File: config.mk
export PLATFORM = sky130hd
export DESIGN_NAME = gsim_mat_mem_ctrl
export DESIGN_NICKNAME = d
export VERILOG_FILES = /design/src/rtl/gsim_pkg.sv /design/src/rtl/gsim_mat_mem_ctrl.sv
export SDC_FILE = /design/constraint.sdc
export NUM_CORES = 1
export LEC_CHECK = 0
export ABC_AREA = 1
export BUFFER_PORTS_ARGS = -buffer_cell sky130_fd_sc_hd__buf_2
export CAP_MARGIN = 20
export CORE_AREA = 3 3 412 414
export DETAILED_ROUTE_END_ITERATION = 8
export DIE_AREA = 0 0 415 417
export MAX_ROUTING_LAYER = met4
export PLACE_DENSITY_LB_ADDON = 0.08
export SLEW_MARGIN = 10
export SYNTH_ARGS = -nofsm -noshare
export SYNTH_HDL_FRONTEND = slang
export SYNTH_SLANG_ARGS = --single-unit
File: constraint.sdc
create_clock -name i_clk -period 16.4 [get_ports i_clk]
set_clock_uncertainty 0.1 [all_clocks]
set_input_delay 2.46 -clock i_clk [delete_from_list [all_inputs] [get_ports i_clk]]
set_output_delay 2.46 -clock i_clk [all_outputs]
set_load 0.02 [all_outputs]
File: src/rtl/gsim_pkg.sv
// Shared definitions for the GSIM matrix-memory path.
//   ADDR_W/DATA_W/DEPTH : default geometry of the matrix SRAM
//   ROWS_PER_MAT        : rows per matrix (16 coefficient rows + 1 b row)
//   state_e             : read-responder FSM states
//   row_addr()          : 17*mat + row, the same address map the solver uses
package gsim_pkg;
  localparam int ADDR_W       = 10;
  localparam int DATA_W       = 256;
  localparam int DEPTH        = 544;
  localparam int ROWS_PER_MAT = 17;

  typedef enum logic [1:0] {
    S_IDLE = 2'd0,
    S_WAIT = 2'd1,
    S_RESP = 2'd2
  } state_e;

  function automatic logic [ADDR_W-1:0] row_addr(input logic [4:0] mat,
                                                 input logic [4:0] row);
    return ADDR_W'(int'(mat) * ROWS_PER_MAT + int'(row));
  endfunction
endpackage

File: src/rtl/gsim_mat_mem_ctrl.sv
// Read-responder for the GSIM matrix memory plus host preload port.
// Serves one solver row read at a time from an external single-port SRAM
// with fixed latency RD_LAT; host writes share the SRAM port and win over
// reads. Holds no storage of its own.
//   i_clk/i_reset              : clock, async active-high reset
//   i_mem_rreq/i_mem_addr      : solver read request (held until accepted)
//   o_mem_rrdy                 : read can be accepted this cycle
//   o_mem_dout/o_mem_dout_vld  : registered read data, one-cycle valid pulse
//   i_wr_en/i_wr_addr/i_wr_data: host preload write (held until accepted)
//   o_wr_rdy                   : write accepted this cycle
//   o_sram_*/i_sram_rdata      : SRAM macro port
//   o_err                      : sticky out-of-range access flag
//
// Handshake: a read transfers on a rising edge where i_mem_rreq and
// o_mem_rrdy are both 1, a write where i_wr_en and o_wr_rdy are both 1;
// the requester keeps request and payload stable until that edge, and a
// request seen while the matching ready is 0 has no effect.
module gsim_mat_mem_ctrl #(
  parameter int ADDR_W = gsim_pkg::ADDR_W,
  parameter int DATA_W = gsim_pkg::DATA_W,
  parameter int DEPTH  = gsim_pkg::DEPTH,
  parameter int RD_LAT = 1
) (
  input  logic              i_clk,
  input  logic              i_reset,
  input  logic              i_mem_rreq,
  input  logic [ADDR_W-1:0] i_mem_addr,
  output logic              o_mem_rrdy,
  output logic [DATA_W-1:0] o_mem_dout,
  output logic              o_mem_dout_vld,
  input  logic              i_wr_en,
  input  logic [ADDR_W-1:0] i_wr_addr,
  input  logic [DATA_W-1:0] i_wr_data,
  output logic              o_wr_rdy,
  output logic              o_sram_en,
  output logic              o_sram_we,
  output logic [ADDR_W-1:0] o_sram_addr,
  output logic [DATA_W-1:0] o_sram_wdata,
  input  logic [DATA_W-1:0] i_sram_rdata,
  output logic              o_err
);
  import gsim_pkg::*;

  localparam logic [1:0]      LAT_M1  = 2'(RD_LAT - 1);
  localparam logic [ADDR_W:0] DEPTH_C = (ADDR_W+1)'(DEPTH);

  state_e            state_q, state_d;
  logic [1:0]        cnt_q, cnt_d;
  logic [DATA_W-1:0] dout_q, dout_d;
  logic              oor_q, oor_d;   // read in flight is out of range
  logic              err_q, err_d;

  logic free, wr_acc, rd_acc, wr_oor, rd_oor;

  assign free       = (state_q != S_WAIT);
  assign o_wr_rdy   = free;
  assign o_mem_rrdy = free && !i_wr_en;
  assign wr_acc     = i_wr_en && free;
  assign rd_acc     = i_mem_rreq && o_mem_rrdy;
  assign wr_oor     = ({1'b0, i_wr_addr} >= DEPTH_C);
  assign rd_oor     = ({1'b0, i_mem_addr} >= DEPTH_C);

  // SRAM port: out-of-range accesses never reach the macro.
  always_comb begin
    o_sram_en    = 1'b0;
    o_sram_we    = 1'b0;
    o_sram_addr  = '0;
    o_sram_wdata = '0;
    if (wr_acc && !wr_oor) begin
      o_sram_en    = 1'b1;
      o_sram_we    = 1'b1;
      o_sram_addr  = i_wr_addr;
      o_sram_wdata = i_wr_data;
    end else if (rd_acc && !rd_oor) begin
      o_sram_en   = 1'b1;
      o_sram_addr = i_mem_addr;
    end
  end

  always_comb begin
    state_d = state_q;
    cnt_d   = cnt_q;
    dout_d  = dout_q;
    oor_d   = oor_q;
    err_d   = err_q | (wr_acc && wr_oor) | (rd_acc && rd_oor);
    case (state_q)
      S_IDLE, S_RESP: begin
        if (rd_acc) begin
          state_d = S_WAIT;
          cnt_d   = LAT_M1;
          oor_d   = rd_oor;
        end else begin
          state_d = S_IDLE;
        end
      end
      S_WAIT: begin
        if (cnt_q == 2'd0) begin
          // Out-of-range reads keep normal latency but return zeros.
          dout_d  = oor_q ? '0 : i_sram_rdata;
          state_d = S_RESP;
        end else begin
          cnt_d = cnt_q - 2'd1;
        end
      end
      default: state_d = S_IDLE;
    endcase
  end

  always_ff @(posedge i_clk or posedge i_reset) begin
    if (i_reset) begin
      state_q <= S_IDLE;
      cnt_q   <= '0;
      dout_q  <= '0;
      oor_q   <= 1'b0;
      err_q   <= 1'b0;
    end else begin
      state_q <= state_d;
      cnt_q   <= cnt_d;
      dout_q  <= dout_d;
      oor_q   <= oor_d;
      err_q   <= err_d;
    end
  end

  assign o_mem_dout     = dout_q;
  assign o_mem_dout_vld = (state_q == S_RESP);
  assign o_err          = err_q;
endmodule

-- Word-level counts from Yosys, hierarchy flattened
Index checks and enable logic that the tools add are counted.
- logic and storage cells: 46
- input port bits: 536
- output and inout port bits: 528
- register bits: 262
- reduce and logical (&&, ||, !) cells: 17
- mux-type cells: 13
- $add $sub $neg: 1
- bitwise operators: 2
- equality and inequality tests: 6
- order comparisons: 2
- operators by type and width (operator ; count):
    256-bit 2-to-1 mux ; 2
    10-bit greater-or-equal comparator (second input constant) ; 2
    10-bit 2-to-1 mux ; 2
    2-bit case mux with 2 select lines ; 2
    1-bit logical AND ; 7
    2-bit 2-to-1 mux ; 3
    2-bit inequality test (second input constant) ; 3
    2-bit zero test ; 2
    1-bit 2-to-1 mux ; 4
    2-bit AND reduction ; 2
    1-bit zero test ; 3
    3-bit AND reduction ; 1
    2-bit by 1-bit equality test with 1-bit output (second input constant) ; 1
    2-bit equality test (second input constant) ; 1
    2-bit by 1-bit inequality test with 1-bit output (second input constant) ; 1
    1-bit OR ; 2
    2-bit nonzero test ; 1
    2-bit OR reduction ; 1
    2-bit by 1-bit subtractor with 2-bit output (second input constant) ; 1

-- Logic depth before layout (Yosys ltp)
- word-level depth: 6
- depth in mapped cells: 9
- depth with buffers taken out: 7

-- Least setup slack after synthesis
OpenSTA, ideal clock, no wires.
- kind: input to output
- from: input port i_wr_addr[5]
- to: output port o_sram_wdata[227]
- required time: 13.840 ns
- arrival: 3.372 ns
- stages on the path: 7
- setup slack: 10.468 ns
- buffers on the path: 2
- cells stage by stage: nor2_1 -> nand2_1 -> nand2_1 -> nand2_2 -> buf_4 -> buf_2 -> nor2_1
- longest elaborated chain between the ends: 4
- RTL lines (element ; RTL line ; source):
    from (decl) ; gsim_mat_mem_ctrl.sv:32 ; input logic [ADDR_W-1:0] i_wr_addr,
    10-bit greater-or-equal comparator ; gsim_mat_mem_ctrl.sv:60 ; assign wr_oor = ({1'b0, i_wr_addr} >= DEPTH_C);
    1-bit zero test ; gsim_mat_mem_ctrl.sv:69 ; if (wr_acc && !wr_oor) begin
    1-bit logical AND ; gsim_mat_mem_ctrl.sv:69 ;
    256-bit 2-to-1 mux ; gsim_mat_mem_ctrl.sv:69 ;
    to (decl) ; gsim_mat_mem_ctrl.sv:38 ; output logic [DATA_W-1:0] o_sram_wdata,
Every way passes these cells.

-- Final worst setup path
- from: input port i_wr_en
- to: output port o_sram_wdata[2]
- longest elaborated chain between the ends: 3
- RTL lines (element ; RTL line ; source):
    from (decl) ; gsim_mat_mem_ctrl.sv:31 ; input logic i_wr_en,
    1-bit logical AND ; gsim_mat_mem_ctrl.sv:58 ; assign wr_acc = i_wr_en && free;
    1-bit logical AND ; gsim_mat_mem_ctrl.sv:69 ;
    256-bit 2-to-1 mux ; gsim_mat_mem_ctrl.sv:69 ;
Every way passes these cells.

==> metrics.log <==
[metrics] result of the run: completed
[metrics] internal power: 1.89 mW
[metrics] Clock Latency Late Sink: 0.59 ns
[metrics] largest net degree at the start of global routing: 141
[metrics] synthesized cell area: 13100 µm²
[metrics] net switching fraction of the power: 49.1%
[metrics] Area Overhead vs Synth: 67.9%
[metrics] remaining global-route overflow: 0
[metrics] PwrDens: 169 nW/µm²
[metrics] number of post-CTS setup repair buffers: 0
[metrics] highest clock frequency the design can meet: 0.128 GHz
[metrics] number of hold violations in the final report: 0
[metrics] start-to-end type of the worst setup path: input pin to output port
[metrics] worst flop-to-flop path endpoint: o_mem_dout[197]
[metrics] average cell area after synthesis: 7.43 µm²
[metrics] dpl hpwl: 82900 µm
[metrics] violation count after the first detailed-route iteration: 582
[metrics] Via-to-Cell Ratio: 3.18
[metrics] Worst R2R Start: state_q[1]
[metrics] Clk Tree Root Cell: sky130_fd_sc_hd__clkbuf_16
[metrics] shortest clock period the worst path allows after layout: 7.82 ns
[metrics] worst-case headroom to the max-slew limit: 29.8%
[metrics] setup TNS after final layout: 0 ns
[metrics] final weighted congestion in routability-driven placement: 0.867
[metrics] sequential-to-total area share from yosys stat: 50.1%
[metrics] number of instances in the synthesized netlist: 1763
[metrics] routed wire length on met3: 6020 µm
[metrics] depth of the worst hold-timing path: 2
[metrics] hold buffer count at cts: 0
[metrics] top metal layer carrying routed signals: met4
[metrics] Sinks on Clock Net: 262
[metrics] startpoint of the worst hold path: o_err
[metrics] routed wirelength normalized by instance count: 21.3 µm
[metrics] Setup-failing EPs final: 0
[metrics] flip-flop and latch count after synthesis: 262
[metrics] number of antenna violations at the first check in global routing: 70
[metrics] logic gate share of total power: 48.1%
[metrics] vertical die dimension: 417 µm
[metrics] net count after synthesis: 2300
[metrics] Yosys warning total: 0
[metrics] Max VDD drop: 0.0786 mV
[metrics] width of the die: 415 µm
[metrics] number of slew-limit violations in the final report: 0
[metrics] unique cell type count in the Yosys netlist: 18
[metrics] Clock H-tree levels: 2
[metrics] number of standard cells in the layout, taps in and fillers out: 4992
[metrics] clock share of power: 23.9%
[metrics] critical path required time: 13.84 ns
[metrics] max-cap viol count: 0
[metrics] quantity of I/O buffers inserted on ports: 1063
[metrics] routed vias: 15.9k
[metrics] number of buffers created by CTS: 41
[metrics] Std-Cell Core Area: 167000 µm²
[metrics] TritonCTS clock tree: yes
[metrics] RSZ-0062 raised after global routing: false
[metrics] Metal-1 WL: 34800 µm
[metrics] initial core utilization: 7.86%
[metrics] type of the tightest min-delay check: flip-flop to flip-flop
[metrics] number of optimization iterations in the first detailed-route pass: 5
[metrics] full die area: 173000 µm²
[metrics] clock-pin slew of the registers on the worst-case setup and hold paths: 0.05 ns
[metrics] transition time of the tightest slew-check pin: 1.05 ns
[metrics] terminating pin of the worst hold path: o_err
[metrics] proportion of layout cells with a drive suffix above 1: 41.5%
[metrics] post-route DRC violation count: 0
[metrics] total I/O pin count: 1064
[metrics] cell count of the worst reg-to-reg path: 8
[metrics] number of gates resized after cts: 0
[metrics] Worst Path Max Fanout: 112
[metrics] category of the worst setup path capture point: output port
[metrics] crit share post-route: 47.7%
[metrics] final antenna-violating net count: 0
[metrics] total instance count after detailed placement: 4903
[metrics] WP data arrival: 5.26 ns
[metrics] hold slack final: 0.383 ns
[metrics] first-pass GRT wire length: 143000 µm
[metrics] overall routed net length: 106000 µm
[metrics] type of origin of the critical path: input pin
[metrics] Sw Pwr: 1.82 mW
[metrics] flop-to-flop setup slack: 12.34 ns
[metrics] count of fill cells added during filler insertion: 19.6k
[metrics] Lkg Pwr: 12.8 nW
[metrics] placement row count: 150
[metrics] Final Util: 13.2%
[metrics] wire length on met2: 62800 µm
[metrics] maximum buffer depth of the clock tree: 3
[metrics] via count of the first global-routing pass: 16.7k
[metrics] sequential share of power: 28.0%
[metrics] Net count, final: 3279
[metrics] aggregate global-route resource usage: 12.0%
-- logic make-up after synthesis --
group / count (synthesis) / synth area share, %
buffers and inverters: 413 / 13.4
adders and majority gates: 1 / 0.0955
and+or+nand+nor: 828 / 26.6
AOI/OAI and AO/OA: 259 / 9.90
DFF: 262 / 50.1
-- flip-flops by register name, summed over array words and instances, names as in the netlist --
| register | count |
|---|---|
| o_err | 1 |
| cnt_q | 2 |
| oor_q | 1 |
| state_q | 2 |
| o_mem_dout | 256 |
-- cells in the final DEF (no fill, tap or decap), drive strengths merged --
cell | Yosys | final
buf | 72 | 1080
nand3 | 281 | 281
nand2 | 281 | 281
inv | 269 | 270
nor2 | 266 | 266
dfrtp | 262 | 262
o21ai | 258 | 258
clkbuf | 72 | 59
diode | 0 | 17
clkinv | 0 | 9
bufinv | 0 | 2
a21oi | 1 | 1
ha | 1 | 1
clkinvlp | 0 | 1
-- synth_stat cells (all sizes together) --
| master | n | area share [%] |
|---|---|---|
| nand3 | 281 | 11 |
| a21oi | 1 | 0.038 |
| inv | 269 | 7.7 |
| ha | 1 | 0.096 |
| buf | 72 | 3.4 |
| nand2 | 281 | 8.1 |
| o21ai | 258 | 9.9 |
| dfrtp | 262 | 50 |
| nor2 | 266 | 7.7 |
| clkbuf | 72 | 2.3 |
-- worst max path at each step --
stage	start	to	cells after the start
floorplan	i_reset	cnt_q[0]	1
global placement	i_wr_en	o_sram_we	9
detailed placement	i_wr_en	o_sram_wdata[253]	9
CTS	i_wr_en	o_sram_wdata[253]	9
global route	i_wr_en	o_sram_wdata[246]	9
finish	i_wr_en	o_sram_wdata[2]	9
-- critical path, stage by stage --
cell,delay [ns]
sky130_fd_sc_hd__buf_2,0.09
sky130_fd_sc_hd__inv_1,0.10
sky130_fd_sc_hd__nor2_2,0.06
sky130_fd_sc_hd__buf_4,0.21
sky130_fd_sc_hd__nand2_8,0.45
sky130_fd_sc_hd__buf_4,0.76
sky130_fd_sc_hd__buf_4,0.63
sky130_fd_sc_hd__nor2_1,0.11
sky130_fd_sc_hd__buf_2,0.19
-- per-stage QoR --
stage | power [mW] | setup WS [ns] | instance area [µm²]
finish | 3.71 | 8.58 | 22000
global route | 3.99 | 8.27 | 22000
CTS | 3.85 | 8.50 | 21900
detailed placement | 2.91 | 8.49 | 20600
global placement | 2.94 | 8.50 | 20600
floorplan | 2.07 | 6.63 | 13100
-- per-layer routing --
metal  global-route usage (%)  vias up
met5                        -        -
met1                     10.8     7605
met3                     2.95      174
met2                     24.9      635
li1                         -     7463
met4                     2.68        0
-- power by group through the flow --
stage          sequential [mW]  combinational, mW  clock, mW
2_1_floorplan             1.36              0.703          0
3_3_place_gp              1.06               1.88          0
3_5_place_dp              1.05               1.86          0
4_1_cts                   1.04               1.86      0.947
5_1_grt                   1.07               1.95      0.965
6_report                  1.04               1.78      0.889
-- layout make-up --
type	instances	area [µm²]	share of cell area, %
Multi-Input combinational cell	1088	4820	21.9
Sequential cell	262	6560	29.8
Inverter	269	1030	4.68
Tap cell	2204	2760	12.5
Clock buffer	59	1160	5.29
Antenna cell	17	42.5	0.193
Timing Repair Buffer	1080	5470	24.9
Clock inverter	13	148	0.672
Note: power is estimated with default switching activity, not from simulation.
